--- src/rtl/serial_bus_arbiter.sv ---
// Round-robin arbiter for the shared two-wire serial bus, with a guard gap
// between tenancies and a hold-time watchdog that masks a stuck requester.
`timescale 1ns/1ps
module serial_bus_arbiter #(
    parameter int N        = 4,
    parameter int IDW      = 2,
    parameter int MAX_HOLD = 1024,
    parameter int GAP      = 2,
    parameter int CW       = 11
) (
    input  logic           clk,
    input  logic           rst,
    input  logic [N-1:0]   req,
    input  logic [N-1:0]   fault_clr,
    output logic [N-1:0]   gnt,
    output logic [IDW-1:0] owner,
    output logic           busy,
    output logic [N-1:0]   fault,
    output logic           timeout
);

    typedef enum logic [1:0] {ST_IDLE, ST_GRANT, ST_GAP} state_e;

    state_e         state_q, state_d;
    logic [IDW-1:0] ptr_q, ptr_d;
    logic [CW-1:0]  cnt_q, cnt_d;
    logic [N-1:0]   gnt_q, gnt_d;
    logic [IDW-1:0] owner_q, owner_d;
    logic           busy_q, busy_d;
    logic [N-1:0]   fault_q, fault_d;
    logic           timeout_q, timeout_d;

    logic [N-1:0]   elig;
    logic           pick_found;
    logic [IDW-1:0] pick_idx;
    logic [N-1:0]   fault_set;
    logic [IDW-1:0] ptr_next;
    int unsigned    j;

    assign elig     = req & ~fault_q;
    assign ptr_next = (owner_q == IDW'(N-1)) ? '0 : owner_q + 1'b1;

    // Wrap-around scan starting at the round-robin pointer; never yields an index >= N.
    always_comb begin
        pick_found = 1'b0;
        pick_idx   = '0;
        j          = 0;
        for (int unsigned i = 0; i < N; i++) begin
            j = 32'(ptr_q) + i;
            if (j >= N) j = j - N;
            if (!pick_found && elig[j[IDW-1:0]]) begin
                pick_found = 1'b1;
                pick_idx   = j[IDW-1:0];
            end
        end
    end

    always_comb begin
        state_d   = state_q;
        ptr_d     = ptr_q;
        cnt_d     = cnt_q;
        gnt_d     = gnt_q;
        owner_d   = owner_q;
        busy_d    = busy_q;
        timeout_d = 1'b0;
        fault_set = '0;
        case (state_q)
            ST_IDLE: begin
                gnt_d  = '0;
                busy_d = 1'b0;
                if (pick_found) begin
                    gnt_d   = {{(N-1){1'b0}}, 1'b1} << pick_idx;
                    owner_d = pick_idx;
                    busy_d  = 1'b1;
                    cnt_d   = '0;
                    state_d = ST_GRANT;
                end
            end
            ST_GRANT: begin
                cnt_d = cnt_q + 1'b1;
                // A release sampled on the final hold cycle takes priority over revocation.
                if (!req[owner_q] || cnt_q == CW'(MAX_HOLD-1)) begin
                    if (req[owner_q]) begin
                        fault_set[owner_q] = 1'b1;
                        timeout_d          = 1'b1;
                    end
                    gnt_d   = '0;
                    busy_d  = 1'b1;
                    ptr_d   = ptr_next;
                    cnt_d   = '0;
                    state_d = ST_GAP;
                end
            end
            ST_GAP: begin
                gnt_d  = '0;
                busy_d = 1'b1;
                if (cnt_q == CW'(GAP-1)) begin
                    cnt_d   = '0;
                    busy_d  = 1'b0;
                    state_d = ST_IDLE;
                end else begin
                    cnt_d = cnt_q + 1'b1;
                end
            end
            default: begin
                gnt_d   = '0;
                busy_d  = 1'b0;
                cnt_d   = '0;
                state_d = ST_IDLE;
            end
        endcase
        fault_d = (fault_q & ~fault_clr) | fault_set;
    end

    always_ff @(posedge clk or posedge rst) begin
        if (rst) begin
            state_q   <= ST_IDLE;
            ptr_q     <= '0;
            cnt_q     <= '0;
            gnt_q     <= '0;
            owner_q   <= '0;
            busy_q    <= 1'b0;
            fault_q   <= '0;
            timeout_q <= 1'b0;
        end else begin
            state_q   <= state_d;
            ptr_q     <= ptr_d;
            cnt_q     <= cnt_d;
            gnt_q     <= gnt_d;
            owner_q   <= owner_d;
            busy_q    <= busy_d;
            fault_q   <= fault_d;
            timeout_q <= timeout_d;
        end
    end

    assign gnt     = gnt_q;
    assign owner   = owner_q;
    assign busy    = busy_q;
    assign fault   = fault_q;
    assign timeout = timeout_q;

endmodule

--- config.mk ---
export PLATFORM = sky130hd
export DESIGN_NAME = serial_bus_arbiter
export DESIGN_NICKNAME = d
export VERILOG_FILES = /design/src/rtl/serial_bus_arbiter.sv
export SDC_FILE = /design/constraint.sdc
export NUM_CORES = 1
export LEC_CHECK = 0
export CORE_UTILIZATION = 43
export CTS_CLUSTER_SIZE = 40
export DETAILED_ROUTE_END_ITERATION = 7
export GPL_TIMING_DRIVEN = 0
export PLACE_DENSITY = 0.77
export SLEW_MARGIN = 20
export SYNTH_ARGS = -nofsm -noshare
export SYNTH_HDL_FRONTEND = slang
export SYNTH_SLANG_ARGS = --single-unit
--- constraint.sdc ---
create_clock -name clk -period 2.7 [get_ports clk]
set_clock_uncertainty 0.2 [all_clocks]
set_input_delay 0.54 -clock clk [delete_from_list [all_inputs] [get_ports clk]]
set_output_delay 0.54 -clock clk [all_outputs]
set_load 0.03 [all_outputs]
==> tab_implementation.tex <==
\begin{tabular}{lr}
\hline
Metric & Value \\
\hline
\multicolumn{2}{l}{\textbf{Outcome}} \\
\quad Outcome & finished clean \\
\multicolumn{2}{l}{\textbf{Place}} \\
\quad IO buf count & 21 \\
\quad Final HPWL DP & between 2000 and 2500 um \\
\quad Placed inst area & between 1500 and 2000 sq um \\
\quad RePlAce Congestion & around 0.84 \\
\multicolumn{2}{l}{\textbf{Synthesis}} \\
\quad Count of state elements after synthesis & 27 \\
\quad Proportion of synthesized chip area in sequential cells & $\sim$42\% \\
\quad Number of distinct library cell variants in the gate-level netlist after synthesis & 44 \\
\quad Ys Warns & 0 \\
\quad Synth top area cells & sky130\_fd\_sc\_hd\_\_dfrtp\_1 (42\%), sky130\_fd\_sc\_hd\_\_ha\_1 (7.8\%), sky130\_fd\_sc\_hd\_\_nand2\_1 (7.0\%), sky130\_fd\_sc\_hd\_\_o31ai\_1 (3.7\%), sky130\_fd\_sc\_hd\_\_o21ai\_1 (3.4\%) \\
\quad Top cells by instance count after synthesis & sky130\_fd\_sc\_hd\_\_nand2\_1 (30), sky130\_fd\_sc\_hd\_\_dfrtp\_1 (27), sky130\_fd\_sc\_hd\_\_inv\_1 (12) \\
\quad EDFF count, synth & 0 \\
\quad Netlist area before placement & between 1500 and 2000 sq um \\
\quad Primary FF master, synth & sky130\_fd\_sc\_hd\_\_dfrtp\_1 \\
\quad Cell type contributing the most total cell area after synthesis & sky130\_fd\_sc\_hd\_\_dfrtp\_1 \\
\quad Top-area cell type share of the netlist area & between 40\% and 50\% \\
\quad Share of synthesized registers carrying an async set or reset & 100.0\% \\
\quad Mean area per synthesized cell & 9.211 sq um \\
\quad Most repeated cell in the gate-level netlist after synthesis & sky130\_fd\_sc\_hd\_\_nand2\_1 \\
\quad Synthesized netlist net count & between 150 and 200 \\
\quad Post-Synthesis Cells & 174 \\
\multicolumn{2}{l}{\textbf{Worst setup path}} \\
\quad Kind of start point of the critical path & input pin \\
\quad Reg-to-Reg Start & cnt\_q[0]\$\_DFFE\_PP0P\_ \\
\quad End of the critical path & cnt\_q[4]\$\_DFFE\_PP0P\_ \\
\quad Worst-path fanout max & 10 \\
\quad Buf+Inv Stages, Crit Path & 3 \\
\quad Cell family contributing the most delay on the critical path & buffers and inverters \\
\quad Critical Path Source & req[1] \\
\quad Critical path depth & 8 \\
\quad R2R depth & 7 \\
\quad Largest stage delay on the critical path & between 0.4 and 0.5 ns \\
\quad Endpoint kind of the worst setup timing path & flop \\
\quad Worst setup slack for register-to-register paths & between 0.3 and 0.4 ns \\
\quad Worst Path Arrival & about 2.4 ns \\
\quad Crit path max-delay cell type & sky130\_fd\_sc\_hd\_\_clkdlybuf4s50\_1 \\
\quad Crit-path cells & clkdlybuf4s50\_1 -> nor2b\_1 -> nor4\_4 -> and2\_1 -> clkbuf\_1 -> buf\_2 -> a22oi\_1 -> o31ai\_1 \\
\quad Worst EP required & between 2 and 3 ns \\
\quad Start-to-end type of the worst setup path & input pin to flop \\
\quad RR Endpoint & cnt\_q[5]\$\_DFFE\_PP0P\_ \\
\multicolumn{2}{l}{\textbf{Detailed routing}} \\
\quad DRC violations left & 0 \\
\quad Antenna-violating nets left & 0 \\
\quad DRT iter0 DRCs & 55 \\
\quad Wire length reported by the detailed router & between 3000 and 4000 um \\
\quad WL per Instance & 13.10 um \\
\quad Via/cell ratio & roughly 5.3 \\
\quad First-pass iteration count of the detailed router & 4 \\
\quad Number of vias in the routed layout & roughly 1300 \\
\multicolumn{2}{l}{\textbf{Timing}} \\
\quad Hold Fails Final Rpt & 0 \\
\quad Maximum operating frequency & 0.4085 GHz \\
\quad Count of endpoints failing setup in the final report & 0 \\
\quad Post-route fraction of the period consumed by the critical path & approximately 91\% \\
\quad Hold slack final & 0.2781 ns \\
\quad Total count of max-transition violations in the final report & 0 \\
\quad Worst-case headroom to the max-slew limit & between 60\% and 70\% \\
\quad RSZ-0062 raised after global routing & no \\
\quad Actual slew at the worst max-slew pin & 0.5690 ns \\
\quad Final min period & approximately 2.4 ns \\
\multicolumn{2}{l}{\textbf{Worst hold path}} \\
\quad Min-Delay Path Class & flop to flop \\
\multicolumn{2}{l}{\textbf{Power}} \\
\quad Peak supply drop & between 0.0003 and 0.0004 V \\
\quad Psw & between 600 and 700 uW \\
\quad Leakage & about 0.80 nW \\
\quad Areal power density over the cells & 788.2 nW/um\^{}2 \\
\quad Comb power frac & a little under half \\
\quad Power share of the clock group & between 10\% and 20\% \\
\quad Reg power frac & 37.4\% \\
\quad Cell-internal power & between 800 and 900 uW \\
\quad Switching share of power & around two fifths \\
\multicolumn{2}{l}{\textbf{Clock network}} \\
\quad H-Tree Level Count & 1 \\
\quad Later-pin clock latency in the skew report & around 0.27 ns \\
\quad CTS tree & done \\
\quad Register clock-pin slew on the reported worst setup and hold paths & 0.09 ns \\
\quad Clock Tree Buf Depth & 2 \\
\quad Clock tree root driver cell & sky130\_fd\_sc\_hd\_\_clkbuf\_8 \\
\quad CTS sink cnt & 27 \\
\quad Inserted Clock Buffers & 3 \\
\multicolumn{2}{l}{\textbf{Finish}} \\
\quad Filler cells & between 300 and 400 \\
\quad \# nets final & $\sim$220 \\
\quad Antenna cell count & 0 \\
\quad Relative area change from synthesis to final layout & 20.53\% \\
\quad Final design area excluding fillers & 1932 sq um \\
\quad Share of post-route cells with drive strength above 1 & under 10\% \\
\multicolumn{2}{l}{\textbf{Die}} \\
\quad DIE HEIGHT & roughly 63 um \\
\quad Number of ports placed on the die boundary & 22 \\
\quad Number of rows created at floorplan & 21 \\
\quad Initial Utilization & $\sim$47\% \\
\quad Die area & around 4000 sq um \\
\quad Core Footprint & roughly 3400 sq um \\
\quad Die X & roughly 63 um \\
\multicolumn{2}{l}{\textbf{Job}} \\
\quad Total of max-cap violations & 0 \\
\multicolumn{2}{l}{\textbf{GRT}} \\
\quad GR Overflow Total & 0 \\
\quad Maximum number of pins on one net before global-route repair & 28 \\
\quad Global-route total usage across every layer & around 18\% \\
\quad Number of global-route vias before repair & 1244 \\
\quad Global-route wire length before repair & $\sim$5700 um \\
\quad Number of antenna violations at the first check in global routing & 0 \\
\hline
\end{tabular}
[layer usage]
metal	routed length [um]	track usage (%)	up-vias
met5	0	0	-
met4	36	5.233	0
met3	110	2.536	5
met2	1501	29.57	21
met1	1574	23.88	612
li1	-	-	677
[sequential cells by signal, indices dropped and copies added, names as in the netlist]
register and count:
gnt 4, owner 2, state_q 2, fault 4, ptr_q 2, busy 1
timeout 1, cnt_q 11
[tightest hold or removal path, delay by kind of cell, from the launching register on]
| family | cells | cell delay [ns] |
|---|---|---|
| AOI/OAI and AO/OA | 1 | 0.05 |
| DFF | 1 | 0.35 |
| and+or+nand+nor | 1 | 0.05 |
[cell usage in the layout, fill, tap and decap left out, types with 2 or more instances in the layout]
master                            count
sky130_fd_sc_hd__clkbuf_8             3
sky130_fd_sc_hd__nor4_1               2
sky130_fd_sc_hd__nand3_1              4
sky130_fd_sc_hd__o211ai_1             2
sky130_fd_sc_hd__buf_2                2
sky130_fd_sc_hd__nor2b_1              4
sky130_fd_sc_hd__a22oi_1              3
sky130_fd_sc_hd__o31ai_1              8
sky130_fd_sc_hd__inv_1               11
sky130_fd_sc_hd__dfrtp_1             27
sky130_fd_sc_hd__nor2_1               4
sky130_fd_sc_hd__o21ai_1             11
sky130_fd_sc_hd__mux2i_1              4
sky130_fd_sc_hd__o21a_1               2
sky130_fd_sc_hd__clkdlybuf4s50_1     21
sky130_fd_sc_hd__clkbuf_1             4
sky130_fd_sc_hd__mux2_2               2
sky130_fd_sc_hd__nand2_1             30
sky130_fd_sc_hd__a31oi_1              2
sky130_fd_sc_hd__and3_1               4
sky130_fd_sc_hd__o21ai_0              2
sky130_fd_sc_hd__o22ai_1              3
sky130_fd_sc_hd__and2_1               3
sky130_fd_sc_hd__a21oi_1              2
sky130_fd_sc_hd__nand2b_1             6
sky130_fd_sc_hd__ha_1                10
sky130_fd_sc_hd__nand4_1              3
[timing repair]
| item | 4_1_cts | 5_1_grt |
|---|---|---|
| setup buffers | 0 | 1 |
| gates resized for setup | 0 | 1 |
| setup endpoints to repair | 0 | 8 |
| hold buffers | 0 | 0 |
[cell type report]
cell class / instances / area [sq um] / share of cell area, %
Timing Repair Buffer: 22 / 217.7 / 11.27
Inverter: 12 / 45.04 / 2.332
Clock buffer: 4 / 45.04 / 2.332
Buffer: 6 / 32.53 / 1.684
Tap cell: 46 / 57.56 / 2.979
Multi-Input combinational cell: 129 / 858.3 / 44.43
Sequential cell: 27 / 675.6 / 34.97
[kinds of logic after synthesis]
kind of cell             count (synthesis)  share of synthesized area (%)
AND/OR/NAND/NOR                         70                          23.19
AO/OA/AOI/OAI                           43                          18.11
flip-flops                              27                          42.15
buffers and inverters                   18                          4.840
adder cells (fa/ha/maj)                 10                          7.806
multiplexers                             6                          3.903
[power groups by stage]
| stage | Clock [mW] | Sequential (mW) | Combinational [mW] |
|---|---|---|---|
| 2_1_floorplan | 0 | 0.643 | 0.433 |
| 3_3_place_gp | 0 | 0.577 | 0.707 |
| 3_5_place_dp | 0 | 0.580 | 0.717 |
| 4_1_cts | 0.235 | 0.572 | 0.720 |
| 5_1_grt | 0.264 | 0.584 | 0.805 |
| 6_report | 0.224 | 0.569 | 0.729 |
[how the worst min path moves through the flow]
stage | slack [ns] | end | depth (start not counted) | start
finish | 0.28 | gnt[1]$_DFFE_PP0P_ | 2 | gnt[1]$_DFFE_PP0P_
global placement | 0.26 | gnt[1]$_DFFE_PP0P_ | 2 | gnt[1]$_DFFE_PP0P_
global route | 0.32 | gnt[3]$_DFFE_PP0P_ | 2 | gnt[3]$_DFFE_PP0P_
CTS | 0.29 | gnt[1]$_DFFE_PP0P_ | 2 | gnt[1]$_DFFE_PP0P_
detailed placement | 0.27 | gnt[1]$_DFFE_PP0P_ | 2 | gnt[1]$_DFFE_PP0P_
floorplan | 0.29 | cnt_q[1]$_DFFE_PP0P_ | 2 | cnt_q[1]$_DFFE_PP0P_
[through the flow]
step	setup TNS, ns	instances	total power [mW]	setup WS [ns]	util [%]
final	0	246	1.523	0.2521	56.13
after global routing	0	246	1.653	0.1218	56.13
after CTS	0	245	1.527	0.07630	55.65
after detailed placement	-1.622	241	1.298	-0.2127	54.34
after global placement	-1.406	241	1.284	-0.1878	54.34
after floorplan	0	174	1.076	0.5776	-
Note: power is estimated with default switching activity, not from simulation.
